## src/rtl/tlul_adapter_reg_pipe.sv

```systemverilog
// Pipelined TL-UL to register-interface adapter.
// Up to MaxOutstanding requests may be in flight; register read data returns
// AccessLatency cycles after the strobe and is queued in an in-order response
// FIFO. Optional macro TLUL_ADAPTER_REG_PIPE_ERR_CNT_EN adds a saturating
// error-response counter (err_cnt_o) with a clear input (err_cnt_clr_i).

package tlul_pkg;

  localparam logic [2:0] PutFullData    = 3'h0;
  localparam logic [2:0] PutPartialData = 3'h1;
  localparam logic [2:0] Get            = 3'h4;
  localparam logic [2:0] AccessAck      = 3'h0;
  localparam logic [2:0] AccessAckData  = 3'h1;

  localparam logic [3:0] MuBi4True  = 4'h6;
  localparam logic [3:0] MuBi4False = 4'h9;

  typedef struct packed {
    logic [3:0] instr_type;
    logic [6:0] cmd_intg;
    logic [6:0] data_intg;
  } tl_a_user_t;

  typedef struct packed {
    logic [6:0] rsp_intg;
    logic [6:0] data_intg;
  } tl_d_user_t;

  typedef struct packed {
    logic        a_valid;
    logic [2:0]  a_opcode;
    logic [2:0]  a_param;
    logic [1:0]  a_size;
    logic [7:0]  a_source;
    logic [31:0] a_address;
    logic [3:0]  a_mask;
    logic [31:0] a_data;
    tl_a_user_t  a_user;
    logic        d_ready;
  } tl_h2d_t;

  typedef struct packed {
    logic        d_valid;
    logic [2:0]  d_opcode;
    logic [2:0]  d_param;
    logic [1:0]  d_size;
    logic [7:0]  d_source;
    logic        d_sink;
    logic [31:0] d_data;
    tl_d_user_t  d_user;
    logic        d_error;
    logic        a_ready;
  } tl_d2h_t;

  // Returns 1 when the request user bits are malformed (instr_type not a
  // valid multi-bit boolean).
  function automatic logic tl_a_user_chk(tl_a_user_t user);
    return !((user.instr_type == MuBi4True) || (user.instr_type == MuBi4False));
  endfunction

  // Folds a 63-bit vector into a 7-bit parity code.
  function automatic logic [6:0] fold7(logic [62:0] v);
    logic [6:0] r;
    r = '0;
    for (int i = 0; i < 9; i++) r ^= v[i*7 +: 7];
    return r;
  endfunction

endpackage

// Response integrity generator; with both enables cleared the channel passes
// through untouched.
module tlul_rsp_intg_gen
  import tlul_pkg::*;
#(
  parameter bit EnableRspIntgGen  = 1'b1,
  parameter bit EnableDataIntgGen = 1'b1
) (
  input  tl_d2h_t tl_i,
  output tl_d2h_t tl_o
);

  // Overwrite the integrity fields only when generation is enabled.
  always_comb begin
    tl_o = tl_i;
    if (EnableRspIntgGen) begin
      tl_o.d_user.rsp_intg = fold7(63'({tl_i.d_opcode, tl_i.d_size, tl_i.d_source, tl_i.d_error}));
    end
    if (EnableDataIntgGen) begin
      tl_o.d_user.data_intg = fold7(63'(tl_i.d_data));
    end
  end

endmodule

module tlul_adapter_reg_pipe
  import tlul_pkg::*;
#(
  parameter int RegAw          = 8,
  parameter int RegDw          = 32,
  parameter int AccessLatency  = 1,  // 0..4
  parameter int MaxOutstanding = 2   // 1..4, also response FIFO depth
) (
  input  logic               clk_i,
  input  logic               rst_i,
  input  tl_h2d_t            tl_i,
  output tl_d2h_t            tl_o,
  output logic               re_o,
  output logic               we_o,
  output logic [RegAw-1:0]   addr_o,
  output logic [RegDw-1:0]   wdata_o,
  output logic [RegDw/8-1:0] be_o,
  input  logic               busy_i,
  input  logic [RegDw-1:0]   rdata_i,
`ifdef TLUL_ADAPTER_REG_PIPE_ERR_CNT_EN
  input  logic               err_cnt_clr_i,
  output logic [7:0]         err_cnt_o,
`endif
  input  logic               error_i
);

  localparam int CntW = 4;
  localparam int PtrW = (MaxOutstanding > 1) ? $clog2(MaxOutstanding) : 1;

  typedef struct packed {
    logic       valid;
    logic [7:0] source;
    logic [1:0] size;
    logic       is_read;
    logic       err_int;
  } tag_t;

  typedef struct packed {
    logic [2:0]       opcode;
    logic [7:0]       source;
    logic [1:0]       size;
    logic [RegDw-1:0] data;
    logic             err;
  } rsp_t;

  logic            rst_d, rst_q;
  logic            in_block;
  logic            is_get, is_put, err_int;
  logic            a_ready, a_ack;
  logic [CntW-1:0] pipe_used, used;
  tag_t            in_tag, exit_tag;

  logic            push, pop, fifo_full, d_valid;
  rsp_t            push_rsp, head_rsp;
  rsp_t            fifo_mem_q [MaxOutstanding];
  rsp_t            fifo_mem_d [MaxOutstanding];
  logic [PtrW-1:0] wr_ptr_q, wr_ptr_d, rd_ptr_q, rd_ptr_d;
  logic [CntW-1:0] fifo_cnt_q, fifo_cnt_d;
  tl_d2h_t         tl_o_pre;

  function automatic logic [PtrW-1:0] ptr_inc(logic [PtrW-1:0] p);
    return (p == PtrW'(MaxOutstanding - 1)) ? '0 : p + 1'b1;
  endfunction

  // Remember that reset was asserted last cycle so no request is accepted
  // in the first cycle after release.
  assign rst_d = rst_i;
  // NOTE: sequential state is always assigned with <=, so every flop samples
  // the pre-edge value of its _d signal regardless of block order.
  always_ff @(posedge clk_i) begin
    rst_q <= rst_d;
  end
  assign in_block = rst_i | rst_q;

  // Decode the request, check legality, and form the credit-gated handshake.
  always_comb begin
    is_get  = (tl_i.a_opcode == Get);
    is_put  = (tl_i.a_opcode == PutFullData) || (tl_i.a_opcode == PutPartialData);
    err_int = !(is_get || is_put)
            || (is_put && (tl_i.a_address[1:0] != 2'b00))
            || (tl_i.a_size > 2'd2)
            || tl_a_user_chk(tl_i.a_user);
    used    = pipe_used + fifo_cnt_q;
    a_ready = (in_block || (used < CntW'(MaxOutstanding)))
            && !(tl_i.a_valid && (busy_i || in_block));
    a_ack   = tl_i.a_valid && a_ready;
    in_tag  = '{valid:   a_ack,
                source:  tl_i.a_source,
                size:    tl_i.a_size,
                is_read: is_get,
                err_int: err_int};
  end

  assign re_o    = a_ack && is_get && !err_int;
  assign we_o    = a_ack && is_put && !err_int;
  assign wdata_o = tl_i.a_data;
  assign be_o    = tl_i.a_mask;

  if (RegAw > 2) begin : g_addr
    assign addr_o = {tl_i.a_address[RegAw-1:2], 2'b00};
  end else begin : g_addr_zero
    assign addr_o = '0;
  end

  if (AccessLatency == 0) begin : g_no_pipe
    assign exit_tag  = in_tag;
    assign pipe_used = '0;
  end else begin : g_pipe
    tag_t pipe_q [AccessLatency];
    tag_t pipe_d [AccessLatency];

    // Shift the request tags along so each one exits alongside its read data.
    always_comb begin
      pipe_d[0] = in_tag;
      for (int i = 1; i < AccessLatency; i++) pipe_d[i] = pipe_q[i-1];
    end

    // Tag pipeline registers; a reset drops every in-flight request.
    always_ff @(posedge clk_i) begin
      if (rst_i) begin
        for (int i = 0; i < AccessLatency; i++) pipe_q[i] <= '0;
      end else begin
        pipe_q <= pipe_d;
      end
    end

    // Count occupied stages as consumed credits.
    always_comb begin
      pipe_used = '0;
      for (int i = 0; i < AccessLatency; i++) pipe_used += CntW'(pipe_q[i].valid);
    end

    assign exit_tag = pipe_q[AccessLatency-1];
  end

  // Build the response for the tag leaving the pipeline this cycle.
  always_comb begin
    push              = exit_tag.valid;
    push_rsp.opcode   = exit_tag.is_read ? AccessAckData : AccessAck;
    push_rsp.source   = exit_tag.source;
    push_rsp.size     = exit_tag.size;
    push_rsp.err      = exit_tag.err_int || error_i;
    push_rsp.data     = (error_i || exit_tag.err_int || !exit_tag.is_read) ? '1 : rdata_i;
  end

  assign fifo_full = (fifo_cnt_q == CntW'(MaxOutstanding));
  assign d_valid   = (fifo_cnt_q != '0) && !rst_i;
  assign pop       = d_valid && tl_i.d_ready;
  assign head_rsp  = fifo_mem_q[rd_ptr_q];

  // Response FIFO next-state: write at wr_ptr on push, advance rd_ptr on pop.
  always_comb begin
    // NOTE: every signal gets a default first so no path leaves it unassigned
    // and no latch is inferred.
    fifo_mem_d = fifo_mem_q;
    wr_ptr_d   = wr_ptr_q;
    rd_ptr_d   = rd_ptr_q;
    if (push) begin
      fifo_mem_d[wr_ptr_q] = push_rsp;
      wr_ptr_d             = ptr_inc(wr_ptr_q);
    end
    if (pop) rd_ptr_d = ptr_inc(rd_ptr_q);
    fifo_cnt_d = fifo_cnt_q + CntW'(push) - CntW'(pop);
  end

  // FIFO control registers.
  always_ff @(posedge clk_i) begin
    if (rst_i) begin
      wr_ptr_q   <= '0;
      rd_ptr_q   <= '0;
      fifo_cnt_q <= '0;
    end else begin
      wr_ptr_q   <= wr_ptr_d;
      rd_ptr_q   <= rd_ptr_d;
      fifo_cnt_q <= fifo_cnt_d;
    end
  end

  // FIFO storage.
  // NOTE: storage is not reset; the reset count and pointers already mark
  // every entry invalid, and the unread head is never exposed as valid.
  always_ff @(posedge clk_i) begin
    fifo_mem_q <= fifo_mem_d;
  end

  overflow_a: assert property (@(posedge clk_i) disable iff (rst_i)
    !(push && fifo_full && !pop));

  // Drive the response channel from the FIFO head.
  always_comb begin
    tl_o_pre          = '0;
    tl_o_pre.d_valid  = d_valid;
    tl_o_pre.d_opcode = head_rsp.opcode;
    tl_o_pre.d_size   = head_rsp.size;
    tl_o_pre.d_source = head_rsp.source;
    tl_o_pre.d_data   = head_rsp.data;
    tl_o_pre.d_error  = d_valid && head_rsp.err;
    tl_o_pre.a_ready  = a_ready;
  end

  tlul_rsp_intg_gen #(
    .EnableRspIntgGen  (1'b0),
    .EnableDataIntgGen (1'b0)
  ) u_rsp_intg (
    .tl_i (tl_o_pre),
    .tl_o (tl_o)
  );

`ifdef TLUL_ADAPTER_REG_PIPE_ERR_CNT_EN
  logic [7:0] err_cnt_d, err_cnt_q;

  // Saturating count of error responses; clear wins over increment.
  always_comb begin
    err_cnt_d = err_cnt_q;
    if (err_cnt_clr_i) begin
      err_cnt_d = '0;
    end else if (push && push_rsp.err && (err_cnt_q != 8'hFF)) begin
      err_cnt_d = err_cnt_q + 8'd1;
    end
  end

  // Error counter register.
  always_ff @(posedge clk_i) begin
    if (rst_i) err_cnt_q <= '0;
    else       err_cnt_q <= err_cnt_d;
  end

  assign err_cnt_o = err_cnt_q;
`endif

  logic unused_tl;
  assign unused_tl = ^{tl_i.a_param, tl_i.a_user.cmd_intg, tl_i.a_user.data_intg,
                       tl_i.a_address};

endmodule
```

## config.mk

```make
export PLATFORM = sky130hd
export DESIGN_NAME = tlul_adapter_reg_pipe
export DESIGN_NICKNAME = d
export VERILOG_FILES = /design/src/rtl/tlul_adapter_reg_pipe.sv
export SDC_FILE = /design/constraint.sdc
export NUM_CORES = 1
export LEC_CHECK = 0
export BUFFER_PORTS_ARGS = -buffer_cell sky130_fd_sc_hd__buf_2
export CAP_MARGIN = 20
export CORE_ASPECT_RATIO = 0.75
export CORE_MARGIN = 2
export CORE_UTILIZATION = 39
export DETAILED_ROUTE_END_ITERATION = 8
export GPL_TIMING_DRIVEN = 0
export PLACE_DENSITY = 0.72
export SYNTH_ARGS = -nofsm -noshare
export SYNTH_HDL_FRONTEND = slang
export SYNTH_SLANG_ARGS = --single-unit
export TNS_END_PERCENT = 5
```

## constraint.sdc

```tcl
create_clock -name clk_i -period 5.4 [get_ports clk_i]
set_input_delay 0.54 -clock clk_i [delete_from_list [all_inputs] [get_ports clk_i]]
set_output_delay 0.54 -clock clk_i [all_outputs]
set_load 0.05 [all_outputs]
```

==> key figures <==
Placement
  – Placed Area: 5770 sq um
  – Placer Congestion: 0.738
  – Port Buf Inserts: 146
  – Post-DP HPWL: 7410 um

Timing
  – Slew Limit Fails: 0
  – Slew margin rel.: 0.482
  – Clk_skew: 7.55 ps
  – Slew @ Worst Pin: 775 ps
  – Final Cycle Share: 0.535
  – Setup TNS: 0 ps
  – Max Fclk: 346 MHz
  – Period minus WS final: 2890 ps
  – RSZ-0062 raised after global routing: no
  – Final Hold Fails: 0
  – Final setup fails: 0

Setup path
  – Required @ worst endpoint: 4860 ps
  – CP Launch Type: flop
  – Worst path arrival time: 2350 ps
  – Crit end category: primary output
  – Critical path peak fanout: 4
  – Crit path kind: flop to primary output

Synthesis
  – Mapped Area: 4710 sq um
  – Share of the synthesized area in the top cell type: 0.562
  – Area contributors post-synth: edfxtp_1 56%, buf_4 11%, mux2_2 10%
  – Sequential-to-total area share from yosys stat: 0.647
  – Synth Warn #: 0
  – Post-synthesis average cell area: 14.3 sq um
  – Synth area leader: edfxtp_1
  – FF+latch count, synth: 108
  – Async S/R FF share, synth: 0
  – Post-synth EDFFs: 88
  – Syn Inst Count: 328
  – Most used DFF post-synth: edfxtp_1
  – Library cells used by synthesis: 31

Global route
  – Initial antenna violation count: 0
  – Global-route wire length before repair: 14,700 um
  – Total global-route track usage: 0.152
  – Largest net degree at the start of global routing: 34
  – Vias in the first global route: 2,989
  – GRT overflow: 0

Clock tree
  – CTS buffer count: 9
  – Num Clock Sinks: 108
  – Hold buffer count at cts: 0
  – Worst-path clk slew: 70 ps
  – Clk Latency, worst-skew pair: 340 ps
  – CTS max path bufs: 2
  – Setup Fix Bufs, Post-CTS: 0
  – Resized cells post-CTS: 0
  – H-tree depth: 3
  – TritonCTS clock tree: done
  – CTS Root Cell: clkbuf_16

Power
  – NetSw: 663 uW
  – Sw Ratio: 0.308
  – VDD IR max: 149 uV
  – PwrDens: 352 nW/um^2
  – Clk pwr share: 0.316
  – Share of power burned in registers: 0.432
  – Cell Int Power: 1490 uW
  – Leakage: 0.00239 uW
  – Combinational Power Share: 0.251

Routing
  – WL final: 10,000 um
  – Routed wire per std cell: 14.9 um
  – Via density: 4.48
  – DRT iter0 DRCs: 94
  – Via count: 3,028
  – Routed Antenna Nets: 0
  – DRC errors left: 0
  – DRT Pass-1 Iters: 4

Floorplanning
  – Io pins: 252
  – Rows: 34
  – Die Width: 131 um
  – Initial core utilization: 0.402
  – Core area: 11,700 sq um
  – Die area: 13,000 sq um
  – Die Span Y: 99.1 um

Finish
  – Post-Route Utilization: 0.521
  – Synth-to-Final Area Change: 29.6%
  – Register area: 3040 sq um
  – Fillers: 1,034
  – Cell area after layout: 6100 sq um
  – Multi-input logic area: 1190 sq um
  – Share of layout cells above drive strength 1: 0.544
  – Final net count: 652

Run status
  – Outcome: complete, no violations

Worst hold path
  – Worst hold path class: primary input to flop

Run
  – MaxCap Viol Count: 0
[power groups by stage]
stage          combinational (uW)  clock, uW  sequential (uW)
2_1_floorplan                 430          0              945
3_3_place_gp                  535          0              948
3_5_place_dp                  544          0              948
4_1_cts                       546        695              929
5_1_grt                       570        729              931
6_report                      540        680              929
[cells by family (layout without fill, tap and decap cells)]
group / Yosys count / after routing / share of synthesized area
AND/OR/NAND/NOR: 77 / 77 / 0.0992
buffers and inverters: 82 / 246 / 0.119
other: 1 / 23 / 0.000797
multiplexers: 44 / 44 / 0.105
XOR/XNOR: 6 / 6 / 0.0112
AO/OA/AOI/OAI: 6 / 6 / 0.00718
adder cells (fa/ha/maj): 4 / 4 / 0.0106
flip-flops: 108 / 108 / 0.647
[worst max-delay path, stage by stage, from the launching register on]
cell     delay (ps)
dfxtp_1         390
ha_1            210
ha_1            240
and2_1          150
a21oi_1          80
o31a_1          300
nor3_1          300
buf_2           330
[worst paths after layout]
check                         start                  endpoint  slack, ps  cells past startpoint
min                       tl_i[101]    exit_tag[1]$_SDFF_PP0_        380                      2
max reg2reg         push$_SDFF_PP0_  fifo_mem_q[74]$_DFFE_PP_       3750                      2
min reg2reg  exit_tag[5]$_SDFF_PP0_  fifo_mem_q[36]$_DFFE_PP_        430                      0
max                 push$_SDFF_PP0_                      we_o       2510                      7
[metrics by stage]
| step | total power, uW | std cells | hold WS [ps] | setup WS (ps) |
|---|---|---|---|---|
| 2_1_floorplan | 1370 | 349 | 404 | 2560 |
| 3_3_place_gp | 1480 | 657 | 407 | 1380 |
| 3_5_place_dp | 1490 | 659 | 416 | 2890 |
| 4_1_cts | 2170 | 675 | 369 | 2510 |
| 5_1_grt | 2230 | 675 | 397 | 2390 |
| 6_report | 2150 | 676 | 384 | 2510 |
[cells in the final DEF (no fill, tap or decap), types with 2 or more instances in the layout]
cell type,netlist,final
conb_1,1,22
buf_2,5,151
nand2_1,2,2
nor4bb_1,2,2
xnor2_1,5,5
a21oi_1,4,4
nor3_1,6,6
clkbuf_16,0,12
or3_1,33,33
clkbuf_1,8,11
dfxtp_1,20,20
nor2b_1,13,12
ha_1,4,4
edfxtp_1,88,88
nor2_1,10,10
mux2_2,43,43
inv_1,3,3
buf_4,66,66
[synth_stat cells, drive strengths merged (2+ instances only)]
master and instances:
edfxtp 88, buf 71, mux2 43, or3 33
dfxtp 20, nor2b 13, nor2 10, clkbuf 8
nor3 6, xnor2 5, a21oi 4, ha 4
inv 3, and2 2, nand2 2, nor3b 2
nor4bb 2
[layout make-up]
class,count,share of cell area
timing repair buffer,148,0.128
tap,162,0.0332
clock buffer,15,0.0511
clock inverter,1,0.00144
multi-input combinational,159,0.195
antenna,1,0.000410
buffer,79,0.0903
sequential,108,0.499
inverter,3,0.00185
[flip-flops by register name, indices dropped and copies added (netlist names)]
register / cells
exit_tag: 12
push: 1
fifo_mem_q: 88
rst_q: 1
fifo_cnt_q: 4
wr_ptr_q: 1
rd_ptr_q: 1
[layer usage]
metal / global-route usage / vias up / part of all wire
li1: - / 1454 / -
met1: 0.185 / 1436 / 0.41
met2: 0.266 / 127 / 0.50
met3: 0.0409 / 11 / 0.080
met4: 0.0393 / 0 / 0.011
met5: 0 / - / 0
No activity file was read; power rests on OpenSTA's default activity.
